===== src/rtl/spi_mem_pkg.sv =====
// Shared constants, state encoding and helpers for the
// SPI memory scheduler and its frame shifter.
package spi_mem_pkg;

  localparam int FRAME_LEN = 10;

  localparam logic [1:0] CMD_WR_ADDR = 2'b00;
  localparam logic [1:0] CMD_WR_DATA = 2'b01;
  localparam logic [1:0] CMD_RD_ADDR = 2'b10;
  localparam logic [1:0] CMD_RD_DATA = 2'b11;

  typedef enum logic [2:0] {
    ST_IDLE,
    ST_ADDR,
    ST_GAP,
    ST_DATA,
    ST_RWAIT,
    ST_RECV,
    ST_FINISH
  } state_t;

  // cmd[1] is the read flag, cmd[0] the data-frame flag.
  function automatic logic [1:0] cmd_of(
    input logic is_data,
    input logic is_wr
  );
    return {~is_wr, is_data};
  endfunction

endpackage


===== src/rtl/spi_frame_shifter.sv =====
// Shifts one cmd+payload frame out on MOSI, MSB first, and for
// read-data frames captures W MISO bits after MISO_DLY cycles.
module spi_frame_shifter
  import spi_mem_pkg::*;
#(
  parameter int W        = 8,
  parameter int MISO_DLY = 1
) (
  input  logic         clk,
  input  logic         rst_n,
  input  logic         start,
  input  logic         rd,
  input  logic [1:0]   cmd,
  input  logic [W-1:0] payload,
  input  logic         miso,
  output logic         mosi,
  output logic         ss_n,
  output logic         tx_last,
  output logic         wait_last,
  output logic         frame_done,
  output logic [W-1:0] rx_data
);

  localparam int RX_FIRST = FRAME_LEN - 1 + MISO_DLY;
  localparam int RD_LEN   = RX_FIRST + W;
  localparam int CW       = $clog2(RD_LEN + 1);

  logic                 active;
  logic                 rd_q;
  logic [CW-1:0]        cnt;
  logic [FRAME_LEN-1:0] sreg;
  logic [W-1:0]         rx_q;
  logic [CW-1:0]        last_cnt;

  assign last_cnt = rd_q ? CW'(RD_LEN - 1)
                         : CW'(FRAME_LEN - 1);

  assign tx_last    = active & (cnt == CW'(FRAME_LEN - 1));
  assign wait_last  = active & rd_q
                    & (cnt == CW'(RX_FIRST - 1));
  assign frame_done = active & (cnt == last_cnt);

  // Last sample is folded in so the word is complete at frame_done.
  assign rx_data = {rx_q[W-2:0], miso};
  assign mosi    = sreg[FRAME_LEN-1];

  always_ff @(posedge clk or negedge rst_n) begin
    if (!rst_n) begin
      active <= 1'b0;
      rd_q   <= 1'b0;
      ss_n   <= 1'b1;
      cnt    <= '0;
      sreg   <= '0;
      rx_q   <= '0;
    end else if (start) begin
      active <= 1'b1;
      rd_q   <= rd;
      ss_n   <= 1'b0;
      cnt    <= '0;
      sreg   <= {cmd, payload};
    end else if (active) begin
      cnt  <= cnt + 1'b1;
      sreg <= {sreg[FRAME_LEN-2:0], 1'b0};
      if (rd_q && cnt >= CW'(RX_FIRST))
        rx_q <= {rx_q[W-2:0], miso};
      if (frame_done) begin
        active <= 1'b0;
        ss_n   <= 1'b1;
      end
    end
  end

endmodule


===== src/rtl/spi_mem_scheduler.sv =====
// Round-robin two-port scheduler in front of the SPI memory
// wrapper, with per-direction address caches to skip frames.
module spi_mem_scheduler
  import spi_mem_pkg::*;
#(
  parameter int ADDR_W   = 8,
  parameter int DATA_W   = 8,
  parameter int GAP_CYC  = 1,
  parameter int MISO_DLY = 1
) (
  input  logic              clk,
  input  logic              rst_n,
  input  logic [1:0]        req,
  input  logic [1:0]        we,
  input  logic [ADDR_W-1:0] addr0,
  input  logic [ADDR_W-1:0] addr1,
  input  logic [DATA_W-1:0] wdata0,
  input  logic [DATA_W-1:0] wdata1,
  output logic [1:0]        ack,
  output logic [1:0]        done,
  output logic [DATA_W-1:0] rdata,
  output logic              busy,
  output logic              SS_n,
  output logic              MOSI,
  input  logic              MISO
);

  state_t state, state_d;

  logic [7:0]        gap_cnt;
  logic              gap_done;
  logic              last_gnt;

  logic              cur_port;
  logic              cur_we;
  logic [ADDR_W-1:0] cur_addr;
  logic [DATA_W-1:0] cur_wdata;

  logic [ADDR_W-1:0] wr_cache;
  logic [ADDR_W-1:0] rd_cache;
  logic              wr_valid;
  logic              rd_valid;

  logic              can_grant;
  logic              gnt_valid;
  logic              gnt_port;
  logic              sel_we;
  logic [ADDR_W-1:0] sel_addr;
  logic [DATA_W-1:0] sel_wdata;
  logic              sel_hit;

  logic              sh_start;
  logic              sh_rd;
  logic [1:0]        sh_cmd;
  logic [DATA_W-1:0] sh_payload;
  logic              tx_last;
  logic              wait_last;
  logic              frame_done;
  logic [DATA_W-1:0] rx_data;

  logic              done_enter;
  logic              rd_done;
  logic [1:0]        ack_d;
  logic [1:0]        done_d;
  logic              busy_d;

  assign gap_done = (gap_cnt == 8'(GAP_CYC - 1));

  // The last gap cycle after done doubles as an IDLE decision slot.
  always_comb begin
    can_grant = (state == ST_IDLE)
              | ((state == ST_FINISH) & gap_done);
    gnt_valid = can_grant & (|req);
    gnt_port  = (&req) ? ~last_gnt : req[1];
    sel_we    = gnt_port ? we[1] : we[0];
    sel_addr  = gnt_port ? addr1 : addr0;
    sel_wdata = gnt_port ? wdata1 : wdata0;
    sel_hit   = sel_we ? (wr_valid & (wr_cache == sel_addr))
                       : (rd_valid & (rd_cache == sel_addr));
  end

  always_ff @(posedge clk or negedge rst_n) begin
    if (!rst_n) state <= ST_IDLE;
    else        state <= state_d;
  end

  always_comb begin
    state_d = state;
    unique case (state)
      ST_IDLE, ST_FINISH: begin
        if (gnt_valid)
          state_d = sel_hit ? ST_DATA : ST_ADDR;
        else if (state == ST_IDLE || gap_done)
          state_d = ST_IDLE;
      end
      ST_ADDR:  if (tx_last) state_d = ST_GAP;
      ST_GAP:   if (gap_done) state_d = ST_DATA;
      ST_DATA: begin
        if (tx_last) begin
          if (cur_we)            state_d = ST_FINISH;
          else if (MISO_DLY > 1) state_d = ST_RWAIT;
          else                   state_d = ST_RECV;
        end
      end
      ST_RWAIT: if (wait_last) state_d = ST_RECV;
      ST_RECV:  if (frame_done) state_d = ST_FINISH;
      default:  state_d = ST_IDLE;
    endcase
  end

  always_comb begin
    sh_start   = 1'b0;
    sh_rd      = 1'b0;
    sh_cmd     = CMD_WR_ADDR;
    sh_payload = '0;
    unique case (1'b1)
      gnt_valid & ~sel_hit: begin
        sh_start   = 1'b1;
        sh_cmd     = cmd_of(1'b0, sel_we);
        sh_payload = sel_addr;
      end
      gnt_valid & sel_hit: begin
        sh_start   = 1'b1;
        sh_rd      = ~sel_we;
        sh_cmd     = cmd_of(1'b1, sel_we);
        sh_payload = sel_we ? sel_wdata : '0;
      end
      (state == ST_GAP) & gap_done: begin
        sh_start   = 1'b1;
        sh_rd      = ~cur_we;
        sh_cmd     = cmd_of(1'b1, cur_we);
        sh_payload = cur_we ? cur_wdata : '0;
      end
      default: ;
    endcase

    done_enter = (state_d == ST_FINISH)
               & (state != ST_FINISH);
    rd_done    = done_enter & ~cur_we;
    ack_d      = {gnt_port, ~gnt_port} & {2{gnt_valid}};
    done_d     = {cur_port, ~cur_port} & {2{done_enter}};
    busy_d     = ((state_d != ST_IDLE)
               & (state_d != ST_FINISH)) | done_enter;
  end

  always_ff @(posedge clk or negedge rst_n) begin
    if (!rst_n) begin
      ack   <= '0;
      done  <= '0;
      busy  <= 1'b0;
      rdata <= '0;
    end else begin
      ack  <= ack_d;
      done <= done_d;
      busy <= busy_d;
      if (rd_done) rdata <= rx_data;
    end
  end

  always_ff @(posedge clk or negedge rst_n) begin
    if (!rst_n) begin
      last_gnt  <= 1'b1;
      cur_port  <= 1'b0;
      cur_we    <= 1'b0;
      cur_addr  <= '0;
      cur_wdata <= '0;
      wr_cache  <= '0;
      rd_cache  <= '0;
      wr_valid  <= 1'b0;
      rd_valid  <= 1'b0;
      gap_cnt   <= '0;
    end else begin
      if (gnt_valid) begin
        last_gnt  <= gnt_port;
        cur_port  <= gnt_port;
        cur_we    <= sel_we;
        cur_addr  <= sel_addr;
        cur_wdata <= sel_wdata;
      end
      if (state == ST_ADDR && tx_last) begin
        if (cur_we) begin
          wr_cache <= cur_addr;
          wr_valid <= 1'b1;
        end else begin
          rd_cache <= cur_addr;
          rd_valid <= 1'b1;
        end
      end
      if (state_d != state)
        gap_cnt <= '0;
      else if (state == ST_GAP || state == ST_FINISH)
        gap_cnt <= gap_cnt + 1'b1;
    end
  end

  spi_frame_shifter #(
    .W        (DATA_W),
    .MISO_DLY (MISO_DLY)
  ) u_shifter (
    .clk        (clk),
    .rst_n      (rst_n),
    .start      (sh_start),
    .rd         (sh_rd),
    .cmd        (sh_cmd),
    .payload    (sh_payload),
    .miso       (MISO),
    .mosi       (MOSI),
    .ss_n       (SS_n),
    .tx_last    (tx_last),
    .wait_last  (wait_last),
    .frame_done (frame_done),
    .rx_data    (rx_data)
  );

endmodule


===== config.mk =====
export PLATFORM = sky130hd
export DESIGN_NAME = spi_mem_scheduler
export DESIGN_NICKNAME = d
export VERILOG_FILES = /design/src/rtl/spi_mem_pkg.sv /design/src/rtl/spi_frame_shifter.sv /design/src/rtl/spi_mem_scheduler.sv
export SDC_FILE = /design/constraint.sdc
export NUM_CORES = 1
export LEC_CHECK = 0
export ABC_AREA = 1
export BUFFER_PORTS_ARGS = -buffer_cell sky130_fd_sc_hd__buf_2
export CORE_AREA = 4 4 97 108
export CTS_CLUSTER_SIZE = 10
export DETAILED_ROUTE_END_ITERATION = 7
export DIE_AREA = 0 0 101 112
export PLACE_DENSITY = 0.69
export SLEW_MARGIN = 20
export SYNTH_ARGS = -nofsm -noshare
export SYNTH_HDL_FRONTEND = slang
export SYNTH_SLANG_ARGS = --single-unit
export TNS_END_PERCENT = 20

===== constraint.sdc =====
create_clock -name clk -period 4.81 [get_ports clk]
set_clock_uncertainty 0.1 [all_clocks]
set_input_delay 0.2405 -clock clk [delete_from_list [all_inputs] [get_ports clk]]
set_output_delay 0.2405 -clock clk [all_outputs]
set_load 0.01 [all_outputs]

==> flow_metrics.env, run 1 <==
export IMPL_path_cells="inv_1, ha_1, nor3b_1, nand4_1, nand2_1, nand2_2, nor2_4, inv_1, a21oi_1, nand3_1, nand2_1, a21oi_1, o21ai_1"
export IMPL_dr_first_iter_drc_count=184
export IMPL_period_minus_slack_ns=2.93
export IMPL_clock_latency_ns=0.36
export IMPL_synthTopCellsByArea="dfrtp_1, nand2_1, inv_1, nor2_1, o21ai_0"
export IMPL_path_buf_inv=2
export IMPL_vias_per_cell=5.09
export IMPL_vdd_drop_max_mv=0.228
export IMPL_critPathSlowestCell="inv_1"
export IMPL_n_fill_cell=880
export IMPL_grtUsageTotal=0.195
export IMPL_clock_sinks=86
export IMPL_cp_required_ns=5.01
export IMPL_layout_commonest_cell="nand2_1"
export IMPL_hold_viol=0
export IMPL_first_global_vias=3720
export IMPL_drt_total_wl_mm=10.2
export IMPL_final_cell_mix="nand2_1, dfrtp_1, inv_1"
export IMPL_drc=0
export IMPL_antenna_left=0
export IMPL_hold_worst_slack_ns=0.0350
export IMPL_initial_core_util=0.495
export IMPL_hp_class="input pin to flip-flop"
export IMPL_cts_tree="yes"
export IMPL_first_pass_iters=4
export IMPL_crit_start="gap_cnt[0]"
export IMPL_gr_total_overflow=0
export IMPL_synthesis_instances=580
export IMPL_fmax_mhz=341
export IMPL_crit_type="flip-flop to flip-flop"
export IMPL_ys_warn_count=0
export IMPL_antenna_cells=0
export IMPL_io_buffers=53
export IMPL_yosysTopAreaCellShare=0.456
export IMPL_cts_made_buffers=9
export IMPL_ys_types=39
export IMPL_rrSetupSlack_ns=1.88
export IMPL_drive_gt1_frac=0.183
export IMPL_cts_clk_slew_worst_paths_ns=0.09
export IMPL_crit_end="u_shifter.sreg[2]"
export IMPL_p_per_area_nw_per_um2=540
export IMPL_post_drt_wl_per_cell_um=13.6
export IMPL_io_pins=54
export IMPL_slew_headroom=0.491
export IMPL_syn_avg_cell_area_um2=7.95
export IMPL_grt_max_degree=87
export IMPL_vias=3819
export IMPL_core_area_um2=9310
export IMPL_timing_reg2reg_worst_path_depth=13
export IMPL_gp_congestion=0.897
export IMPL_grt_setup_unrepaired="no"
export IMPL_worst_path_largest_cell_delay_ns=0.49
export IMPL_setup_viol_count_final=0
export IMPL_top_layer_used="met4"
export IMPL_reg2reg_to="u_shifter.sreg[2]"
export IMPL_multi_input_area_um2=2090
export IMPL_synth_fp_nets=624
export IMPL_startpoint_type="flip-flop"
export IMPL_period_share=0.609
export IMPL_antenna_found_initial=0
export IMPL_outcome="complete, no violations"
export IMPL_seq_area_frac_synth=0.467
export IMPL_drt_met1_wl_mm=4.62
export IMPL_rows=37
export IMPL_r2r_start="gap_cnt[0]"
export IMPL_yosys_area_top_type="dfrtp_1"
export IMPL_clock_path_buffers=2
export IMPL_die_w_um=101
export IMPL_wl_met3_um=424
export IMPL_nets=672
export IMPL_synth_seq_cells=86
export IMPL_cap_violations=0
export IMPL_postCtsSetupBuffers=0
export IMPL_finalMaxSlewViolations=0
export IMPL_dp_hpwl_mm=7.45
export IMPL_tightest_slew_ns=0.764
export IMPL_htree_levels=3
export IMPL_die_h_um=112
export IMPL_netlist_area_um2=4610
export IMPL_grt_pass1_wl_mm=17.6
export IMPL_fin_tns_setup_ns=0
export IMPL_arrival_ns=3.13
export IMPL_regArea_um2=2150
export IMPL_leakagePower_nw=2.59
export IMPL_endpoint_kind="flip-flop"
export IMPL_die_area_um2=11300
export IMPL_route_met2_wl_mm=5.04
export IMPL_critical_path_depth=13
export IMPL_clock_root_buffer="clkbuf_8"
export IMPL_area_growth_syn_to_layout_pct=11.0
export IMPL_crit_fanout=24
export IMPL_critical_path_top_delay_family="simple AND/OR/NAND/NOR gates"
==> worst register-to-register path, stage by stage, from the launching register on <==
cell	delay (ns)
dfrtp_1	0.41
inv_1	0.09
ha_1	0.13
nor3b_1	0.16
nand4_1	0.17
nand2_1	0.12
nand2_2	0.07
nor2_4	0.47
inv_1	0.50
a21oi_1	0.31
nand3_1	0.10
nand2_1	0.08
a21oi_1	0.04
o21ai_1	0.11
==> area by class of cell <==
type                       count  share of cell area
tap                          117              0.0286
timing repair buffer          54              0.0550
inverter                      72              0.0528
sequential                    86               0.421
clock buffer                  11              0.0276
multi-input combinational    405               0.408
clock inverter                 5             0.00685
==> per-stage QoR <==
step            util  instances  cell area [µm²]  total power [mW]  setup slack [ns]
2_1_floorplan      -        580             4610              2.03              2.75
3_3_place_gp   0.529        733             4930              2.28              1.98
3_5_place_dp   0.529        733             4930              2.32              1.88
4_1_cts        0.548        749             5100              2.79              1.87
5_1_grt        0.550        750             5120              3.03              1.49
6_report       0.550        750             5120              2.76              1.88
==> kinds of logic after synthesis <==
logic type	count (synthesis)	share of synthesized area
AO/OA/AOI/OAI	77	0.0974
multiplexers	5	0.0122
AND/OR/NAND/NOR	307	0.309
flip-flops	86	0.467
adder cells (fa/ha/maj)	5	0.0136
XOR/XNOR	11	0.0209
buffers and inverters	89	0.0801
==> how the worst min path moves through the flow <==
stage / from / endpoint / cells after the start
2_1_floorplan: rst_n / ack[0] / 0
3_3_place_gp: wr_valid / wr_valid / 2
3_5_place_dp: cur_port / done[0] / 1
4_1_cts: rst_n / u_shifter.sreg[4] / 1
5_1_grt: MISO / u_shifter.rx_q[0] / 2
6_report: MISO / u_shifter.rx_q[0] / 2
==> metal layers <==
metal	up-vias	track usage
li1	1951	-
met1	1784	0.259
met2	75	0.321
met3	9	0.0301
met4	0	0.0718
met5	-	0
==> synthesized netlist by cell type (all sizes together) <==
cell type,count
nand2,170
dfrtp,84
inv,72
nor2,63
o21ai,40
nand3,38
a21oi,20
nand4,13
nor3,12
buf,11
xor2,11
nand3b,7
clkbuf,6
ha,5
mux2,5
a21o,4
o211ai,4
o21a,4
dfstp,2
o2111ai,2
o31ai,2
or2,2
a211oi,1
nor3b,1
nor4,1
==> power breakdown <==
| group | leakage (nW) | total (mW) | internal, mW | switching, mW |
|---|---|---|---|---|
| logic | 1.39 | 1.15 | 0.399 | 0.747 |
| registers | 1.11 | 1.15 | 0.985 | 0.170 |
| clock network | 0.0897 | 0.463 | 0.203 | 0.261 |
==> flip-flops by register name, summed over array words and instances, names as in the netlist, 2 cells and up <==
name / cells
ack: 2
u_shifter.cnt: 5
u_shifter.sreg: 10
rd_cache: 8
done: 2
state: 3
gap_cnt: 8
cur_addr: 8
cur_wdata: 8
rdata: 8
u_shifter.rx_q: 7
wr_cache: 8
==> what timing repair did <==
action	CTS	global route
hold buffers	0	1
setup endpoints to repair	0	0
hold endpoints to repair	0	84
gates resized for setup	0	0
No activity file was read; power rests on OpenSTA's default activity.
==> run 2: changes to the inputs <==
Clock period 4.81 ns to 2.75 ns, I/O delays scaled along.
==> flow_metrics.env, run 2 (synthesis gave the netlist of run 1 again) <==
export IMPL_n_fill_cell=851
export IMPL_period_share=0.924
export IMPL_dr_first_iter_drc_count=310
export IMPL_hold_viol=0
export IMPL_cts_made_buffers=9
export IMPL_largest_register="u_shifter.sreg"
export IMPL_drive_gt1_frac=0.206
export IMPL_worst_path_largest_cell_delay_ns=0.41
export IMPL_cp_required_ns=2.89
export IMPL_total_power_mw=5.02
export IMPL_arrival_ns=2.68
export IMPL_nets=690
export IMPL_die_h_um=112
export IMPL_drc=0
export IMPL_startpoint_type="flip-flop"
export IMPL_area_growth_syn_to_layout_pct=14.4
export IMPL_vdd_drop_max_mv=0.365
export IMPL_rows=37
export IMPL_p_per_area_nw_per_um2=953
export IMPL_grt_max_degree=52
export IMPL_antenna_cells=0
export IMPL_leakagePower_nw=2.67
export IMPL_path_buf_inv=3
export IMPL_final_cell_mix="nand2_1, dfrtp_1, inv_1"
export IMPL_core_area_um2=9310
export IMPL_drt_total_wl_mm=10.6
export IMPL_hp_class="input pin to flip-flop"
export IMPL_critPathSlowestCell="dfrtp_1"
export IMPL_grt_setup_unrepaired="yes"
export IMPL_layout_commonest_cell="nand2_1"
export IMPL_antenna_found_initial=0
export IMPL_rrSetupSlack_ns=0.21
export IMPL_vias_per_cell=5.14
export IMPL_regArea_um2=2150
export IMPL_finalMaxSlewViolations=0
export IMPL_endpoint_kind="flip-flop"
export IMPL_multi_input_area_um2=2100
export IMPL_cts_tree="yes"
export IMPL_clock_sinks=86
export IMPL_cap_violations=0
export IMPL_dp_hpwl_mm=7.95
export IMPL_largest_reg_flops=10
export IMPL_vias=3946
export IMPL_gp_congestion=0.901
export IMPL_cpMostUsedCell="o21ai_0"
export IMPL_tightest_slew_ns=0.712
export IMPL_die_w_um=101
export IMPL_fin_util=0.567
export IMPL_first_pass_iters=5
export IMPL_gr_total_overflow=0
export IMPL_io_pins=54
export IMPL_clock_path_buffers=2
export IMPL_grt_pass1_wl_mm=18.3
export IMPL_cts_clk_slew_worst_paths_ns=0.09
export IMPL_crit_type="flip-flop to flip-flop"
export IMPL_period_minus_slack_ns=2.54
export IMPL_slew_headroom=0.525
export IMPL_fmax_mhz=394
export IMPL_htree_levels=3
export IMPL_first_global_vias=3881
export IMPL_path_cells="inv_1, ha_1, nor3b_1, nand4_1, nand2_1, nand2_2, nor2_4, nor2_4, buf_4, buf_4, a21oi_1, o21ai_0, o21ai_0, o21ai_0"
export IMPL_fin_tns_setup_ns=0
export IMPL_clock_latency_ns=0.36
export IMPL_die_area_um2=11300
export IMPL_setup_viol_count_final=0
export IMPL_clock_root_buffer="clkbuf_8"
export IMPL_outcome="complete, no violations"
export IMPL_initial_core_util=0.495
export IMPL_crit_fanout=10
export IMPL_post_drt_wl_per_cell_um=13.8
export IMPL_io_buffers=53
export IMPL_antenna_left=0
export IMPL_grtUsageTotal=0.202
export IMPL_critical_path_top_delay_family="simple AND/OR/NAND/NOR gates"
==> run 2: worst register-to-register path, stage by stage (launching register included) <==
cell	delay, ns
dfrtp_1	0.41
inv_1	0.09
ha_1	0.13
nor3b_1	0.18
nand4_1	0.19
nand2_1	0.12
nand2_2	0.07
nor2_4	0.23
nor2_4	0.09
buf_4	0.18
buf_4	0.15
a21oi_1	0.10
o21ai_0	0.11
o21ai_0	0.16
o21ai_0	0.10
==> run 2: area by class of cell <==
type,count,area share
repair buffers,71,0.0773
flip-flops and latches,86,0.408
inverters,72,0.0512
clock buffers,11,0.0287
well taps,117,0.0278
multi-input cells,406,0.399
clock inverters,5,0.00759
==> run 2: repair_timing <==
action	4_1_cts	5_1_grt
endpoints found under the setup margin	0	26
hold endpoints to repair	51	0
buffers inserted	0	2
hold buffers	2	0
gates resized for setup	0	1
==> run 2: power by group <==
part	leakage [nW]	total [mW]	switching [mW]	internal [mW]
Sequential	1.11	2.02	0.295	1.72
Clock	0.0886	0.871	0.487	0.384
Combinational	1.47	2.14	1.35	0.788
==> run 2: layer usage <==
layer,vias up,part of all wire,GRT usage
met5,-,0,0
met4,0,0.013,0.0656
met3,12,0.038,0.0294
met2,69,0.48,0.314
met1,1877,0.47,0.288
li1,1988,-,-
==> run 2: final timing paths <==
| path | end | start | cells after the start |
|---|---|---|---|
| setup / recovery | u_shifter.sreg[3] | gap_cnt[0] | 14 |
| hold / removal | cur_wdata[3] | wdata1[3] | 4 |
| setup reg to reg | u_shifter.sreg[3] | gap_cnt[0] | 14 |
| hold reg to reg | done[0] | cur_port | 1 |
| max in group asynchronous | last_gnt | rst_n | 3 |
| min in group asynchronous | cur_wdata[4] | rst_n | 2 |
==> run 2: metrics by stage <==
| step | worst slack [ns] | hold slack, ns | cell area [µm²] | std cells |
|---|---|---|---|---|
| 3_3_place_gp | 0.176 | 0.114 | 5030 | 747 |
| 3_5_place_dp | 0.119 | 0.117 | 5030 | 747 |
| 6_report | 0.210 | 0.0361 | 5280 | 768 |
| 5_1_grt | -0.0679 | 0.0427 | 5280 | 768 |
| 4_1_cts | 0.102 | 0.0268 | 5240 | 765 |
| 2_1_floorplan | 0.693 | -0.258 | 4610 | 580 |
